`src/rtl/sd_save_drain.sv`:
```
// sd_save_drain
// Consumer side of the save-path sample FIFO. Waits for a full sector of
// samples, issues one sector write to the SD write controller, then feeds the
// controller one 16-bit word per request. Sector addresses advance from
// START_SEC. Once MAX_SECTORS sectors are done the block parks in STOP until
// reset. If a word is requested while the FIFO is empty, the block sends zero
// and sets a sticky underrun flag.
module sd_save_drain #(
  parameter logic [31:0] START_SEC   = 32'd2000,
  parameter int unsigned SEC_WORDS   = 256,
  parameter logic [31:0] MAX_SECTORS = 32'd1024
) (
  input  logic        clk_50m,
  input  logic        rst_n,
  input  logic        sd_init_done,
  input  logic        fifo_prog_full,
  input  logic        fifo_empty,
  input  logic [15:0] fifo_rd_data,
  output logic        fifo_rd_en,
  input  logic        sd_wr_busy,
  input  logic        sd_wr_req,
  output logic        sd_wr_start_en,
  output logic [31:0] sd_wr_sec_addr,
  output logic [15:0] sd_wr_data,
  output logic [31:0] sectors_done,
  output logic        underrun,
  output logic        drain_finish
);

  // One extra bit so the counter can hold SEC_WORDS itself if ever needed.
  localparam int unsigned       CNT_W     = $clog2(SEC_WORDS) + 1;
  localparam logic [CNT_W-1:0]  LAST_WORD = CNT_W'(SEC_WORDS - 1);
  localparam logic [CNT_W-1:0]  CNT_ONE   = {{(CNT_W-1){1'b0}}, 1'b1};
  localparam logic [CNT_W-1:0]  CNT_ZERO  = {CNT_W{1'b0}};

  typedef enum logic [2:0] {
    S_IDLE      = 3'd0,
    S_WAIT_DATA = 3'd1,
    S_START     = 3'd2,
    S_XFER      = 3'd3,
    S_DONE_WAIT = 3'd4,
    S_STOP      = 3'd5
  } state_e;

  // Sequencer state and registered outputs
  state_e           state_q;
  logic [CNT_W-1:0] word_cnt_q;
  logic             start_en_q;
  logic [31:0]      sec_addr_q;
  logic [31:0]      sectors_q;
  logic             finish_q;

  // Word delivery path
  logic             cap_pend_q;
  logic             cap_zero_q;
  logic [15:0]      wr_data_q;
  logic             underrun_q;

  // Combinational decode
  logic             xfer_req_s;
  logic             pop_s;
  logic             last_word_s;
  logic             stop_s;
  logic [31:0]      sec_addr_d;
  logic [31:0]      sectors_d;

  // Qualify requests by state, gate pops on FIFO occupancy, and precompute sector-end terms.
  always_comb begin
    xfer_req_s  = 1'b0;
    pop_s       = 1'b0;
    last_word_s = 1'b0;
    stop_s      = 1'b0;
    sec_addr_d  = sec_addr_q + 32'd1;
    sectors_d   = sectors_q + 32'd1;

    // Requests only mean something while a sector is being transferred.
    if (state_q == S_XFER) begin
      xfer_req_s = sd_wr_req;
    end else begin
      xfer_req_s = 1'b0;
    end

    // Never pop an empty FIFO: an underrun is answered with zero instead.
    if (xfer_req_s && !fifo_empty) begin
      pop_s = 1'b1;
    end else begin
      pop_s = 1'b0;
    end

    last_word_s = (word_cnt_q == LAST_WORD);

    // Sector limit of zero means run forever.
    if (MAX_SECTORS != 32'd0) begin
      stop_s = (sectors_d == MAX_SECTORS);
    end else begin
      stop_s = 1'b0;
    end
  end

  // Sector sequencer: state, start pulse, word counter, address and sector counters.
  always_ff @(posedge clk_50m or negedge rst_n) begin
    if (!rst_n) begin
      state_q    <= S_IDLE;
      word_cnt_q <= CNT_ZERO;
      start_en_q <= 1'b0;
      sec_addr_q <= START_SEC;
      sectors_q  <= 32'd0;
      finish_q   <= 1'b0;
    end else begin
      start_en_q <= 1'b0;
      case (state_q)
        S_IDLE: begin
          if (sd_init_done) begin
            state_q <= S_WAIT_DATA;
          end
        end
        S_WAIT_DATA: begin
          // Losing the card takes priority over starting a new sector.
          if (!sd_init_done) begin
            state_q <= S_IDLE;
          end else if (fifo_prog_full && !sd_wr_busy) begin
            state_q    <= S_START;
            start_en_q <= 1'b1;
          end
        end
        S_START: begin
          word_cnt_q <= CNT_ZERO;
          state_q    <= S_XFER;
        end
        S_XFER: begin
          if (sd_wr_req) begin
            word_cnt_q <= word_cnt_q + CNT_ONE;
            if (last_word_s) begin
              state_q <= S_DONE_WAIT;
            end
          end
        end
        S_DONE_WAIT: begin
          // The sector counts as done only once the controller has finished writing it.
          if (!sd_wr_busy) begin
            sec_addr_q <= sec_addr_d;
            sectors_q  <= sectors_d;
            if (stop_s) begin
              state_q  <= S_STOP;
              finish_q <= 1'b1;
            end else begin
              state_q <= S_WAIT_DATA;
            end
          end
        end
        S_STOP: begin
          finish_q <= 1'b1;
        end
        default: begin
          state_q <= S_IDLE;
        end
      endcase
    end
  end

  // Load the popped word (or zero on underrun) the cycle after the FIFO presents it.
  always_ff @(posedge clk_50m or negedge rst_n) begin
    if (!rst_n) begin
      cap_pend_q <= 1'b0;
      cap_zero_q <= 1'b0;
      wr_data_q  <= 16'h0000;
      underrun_q <= 1'b0;
    end else begin
      cap_pend_q <= xfer_req_s;
      cap_zero_q <= xfer_req_s & fifo_empty;
      if (xfer_req_s && fifo_empty) begin
        underrun_q <= 1'b1;
      end
      if (cap_pend_q) begin
        wr_data_q <= cap_zero_q ? 16'h0000 : fifo_rd_data;
      end
    end
  end

  assign fifo_rd_en     = pop_s;
  assign sd_wr_start_en = start_en_q;
  assign sd_wr_sec_addr = sec_addr_q;
  assign sd_wr_data     = wr_data_q;
  assign sectors_done   = sectors_q;
  assign underrun       = underrun_q;
  assign drain_finish   = finish_q;

endmodule
```
`config.mk`:
```
export PLATFORM = sky130hd
export DESIGN_NAME = sd_save_drain
export DESIGN_NICKNAME = d
export VERILOG_FILES = /design/src/rtl/sd_save_drain.sv
export SDC_FILE = /design/constraint.sdc
export NUM_CORES = 1
export LEC_CHECK = 0
export BUFFER_PORTS_ARGS = -buffer_cell sky130_fd_sc_hd__clkbuf_2
export CAP_MARGIN = 20
export CORE_MARGIN = 5
export CORE_UTILIZATION = 31
export CTS_CLUSTER_DIAMETER = 200
export DETAILED_ROUTE_END_ITERATION = 12
export GPL_TIMING_DRIVEN = 0
export SLEW_MARGIN = 30
export SYNTH_ARGS = -nofsm -noshare
export SYNTH_HDL_FRONTEND = slang
export SYNTH_SLANG_ARGS = --single-unit
```
`constraint.sdc`:
```
create_clock -name clk_50m -period 2.95 [get_ports clk_50m]
set_clock_uncertainty 0.1 [all_clocks]
set_input_delay 0.295 -clock clk_50m [delete_from_list [all_inputs] [get_ports clk_50m]]
set_output_delay 0.295 -clock clk_50m [all_outputs]
set_load 0.005 [all_outputs]
```
==> metrics.md <==
| Metric | Value |
|---|---|
| Status | finished clean |
| Insertion delay to the later sink of the worst-skew pair | 0.35 ns |
| Initial antenna violation count | 0 |
| CTS H-tree lvls | 3 |
| DR WL met3 | 771 µm |
| Sw power | 0.915 mW |
| Clock share of power | 35.9% |
| Layout area overhead | 22.6% |
| Internal power | 2.25 mW |
| Max cap viols | 0 |
| Vias in the first global route | 4030 |
| Core area | 15900 µm² |
| Die Height | 137 µm |
| Sequential-to-total area share from yosys stat | 48.5% |
| Layout Nets | 647 |
| Root Buffer | clkbuf_16 |
| Combinational Power Share | 14.7% |
| Inst Count DP | 823 |
| Crit path DAT | 2.83 ns |
| Post-synth ARST share | 100% |
| Final setup viols | 0 |
| Die width | 137 µm |
| Ant diodes | 0 |
| Critical path class | reg -> reg |
| Finished layout cell area | 6150 µm² |
| DRT iter0 DRCs | 186 |
| Gate Count Post-Synth | 500 |
| Via-to-Cell Ratio | 4.92 |
| Row Count | 46 |
| GP Congestion | 0.831 |
| Wire per inst | 14.9 µm |
| Period utilization | 90.0% |
| Layout cells sized above 1 | 25.0% |
| Routed WL | 12500 µm |
| Antenna-violating nets left | 0 |
| CTS Buf Count | 9 |
| Top-area cell type share of the netlist area | 45.4% |
| Metal2 WL | 6000 µm |
| Initial DRT Pass Iterations | 4 |
| Fin Hold WS | 0.0937 ns |
| Post-synthesis sequential element count | 97 |
| Hold WC Path Type | in -> reg |
| I/O pin total | 107 |
| Switching Share | 28.9% |
| P per Cell Area | 515 nW/µm² |
| DP Wirelength | 9470 µm |
| Synth unique cells | 66 |
| Top routing layer used | met4 |
| Final Hold Viols | 0 |
| Postcts setup bufs | 0 |
| Most instantiated cells after synthesis | dfrtp_1, xnor2_1, nand2_1 |
| IO buf count | 106 |
| Synth top area cells | dfrtp_1, xnor2_1, xor2_1 |
| Vias post-DR | 4134 |
| First-pass GRT wire length | 20500 µm |
| CP required | 3.12 ns |
| Lkg Pwr | 2.85 nW |
| Sequential group share of total power | 49.4% |
| Normalized max-slew margin | 59.7% |
| RSZ-0062 raised after global routing | no |
| Most common cell in the netlist | dfrtp_1 |
| Tot GR Track Use | 13.7% |
| Critical path peak fanout | 9 |
| Largest net degree at the start of global routing | 59 |
| Post-DP Area | 5860 µm² |
| Synthesized area | 5020 µm² |
| Post-Place Setup Slack | 0.321 ns |
| Die area | 18800 µm² |
| Final worst slack | 0.295 ns |
| Synth Net Count | 528 |
| Starting density of the core | 31.6% |
| Main synth FF type | dfrtp_1 |
| Mapped Avg Cell Area | 10.0 µm² |
| Critical Path Start Type | flop |
| Grt ovf | 0 |
| # clock sinks | 97 |
| Slew @ Worst Pin | 0.602 ns |
| Final slew viol count | 0 |
| WL met1 | 5510 µm |
| TNS Setup | 0 ns |
| Peak supply drop | 0.000282 V |
| Synth warnings | 0 |
| CTS tree | yes |
| Longest Clk Path Bufs | 2 |
| Post-synth EDFFs | 0 |
| # DRC | 0 |
| Crit. End Element | flop |
| Final Critical Period | 2.65 ns |
| Max frequency | 377 MHz |
| Fin cells | 840 |
| Largest area contributor in the netlist | dfrtp_1 |
| Clock slew at reported path FFs | 0.07 ns |
## critical path, stage by stage, from the launching register on
cell       delay, ns
dfrtp_1         0.46
ha_1            0.30
and4_1          0.21
buf_2           0.16
and4_4          0.23
a211oi_1        0.24
o2111ai_1       0.23
a2111oi_4       0.26
nand4_1         0.22
o21ai_1         0.16
## cells by family (layout without fill, tap and decap cells)
group / Yosys count / after routing / share of synthesized area, %
multiplexers: 1 / 1 / 0.199
buffers and inverters: 46 / 170 / 4.36
flip-flops: 97 / 97 / 48.5
XOR/XNOR: 73 / 73 / 12.7
AO/OA/AOI/OAI: 61 / 61 / 7.88
adder cells (fa/ha/maj): 5 / 5 / 1.25
AND/OR/NAND/NOR: 217 / 217 / 25.1
## flip-flops by register name, indices dropped and copies added (netlist names)
name and flops:
underrun 1, cap_pend_q 1, sectors_done 32, word_cnt_q 9, sd_wr_sec_addr 32, cap_zero_q 1, sd_wr_start_en 1, drain_finish 1
sd_wr_data 16, state_q 3
## power by group through the flow
stage	logic [mW]	clock network [mW]	registers, mW
finish	0.467	1.14	1.56
global route	0.550	1.25	1.59
CTS	0.479	1.18	1.57
detailed placement	0.476	0	1.59
global placement	0.454	0	1.58
floorplan	0.237	0	1.59
## cells in the final DEF (no fill, tap or decap), types with 23 or more instances in the layout
master	n
nand3_1	34
nand4_1	24
dfrtp_1	91
xor2_1	25
inv_1	23
o21ai_0	26
clkbuf_2	105
nand2_1	42
xnor2_1	48
nor2_1	30
## routing by layer
layer  up-vias  global-route usage [%]
met3        15                    2.89
met5         -                       0
met1      2009                    17.7
met4         0                    4.60
met2       112                    22.9
li1       1998                       -
## timing repair
| item | in CTS | in global routing |
|---|---|---|
| setup endpoints to repair | 0 | 0 |
| resized for setup | 0 | 0 |
| hold endpoints to repair | 37 | 0 |
| hold buffers | 1 | 0 |
## path summary, 6_finish.rpt
check | from | slack [ns] | end | cells after the start
max reg2reg | sectors_done[0] | 0.30 | state_q[2] | 9
min | fifo_rd_data[0] | 0.09 | sd_wr_data[0] | 3
min in group asynchronous | rst_n | 0.32 | sd_wr_data[15] | 2
max in group asynchronous | rst_n | 1.79 | sd_wr_sec_addr[4] | 3
max | sectors_done[0] | 0.30 | state_q[2] | 9
min reg2reg | sd_wr_sec_addr[31] | 0.37 | sd_wr_sec_addr[31] | 1
## area by class of cell
cell class | instances | area [µm²]
Timing Repair Buffer | 108 | 577
Clock inverter | 7 | 63.8
Fill cell | 1589 | 9730
Sequential cell | 97 | 2430
Inverter | 24 | 90.1
Clock buffer | 9 | 225
Multi-Input combinational cell | 357 | 2360
Buffer | 22 | 129
Tap cell | 216 | 270
## through the flow
step	power, mW	util [%]
2_1_floorplan	1.82	-
3_3_place_gp	2.04	36.6
3_5_place_dp	2.07	36.9
4_1_cts	3.23	38.7
5_1_grt	3.38	38.7
6_report	3.17	38.7
Note: power is estimated with default switching activity, not from simulation.
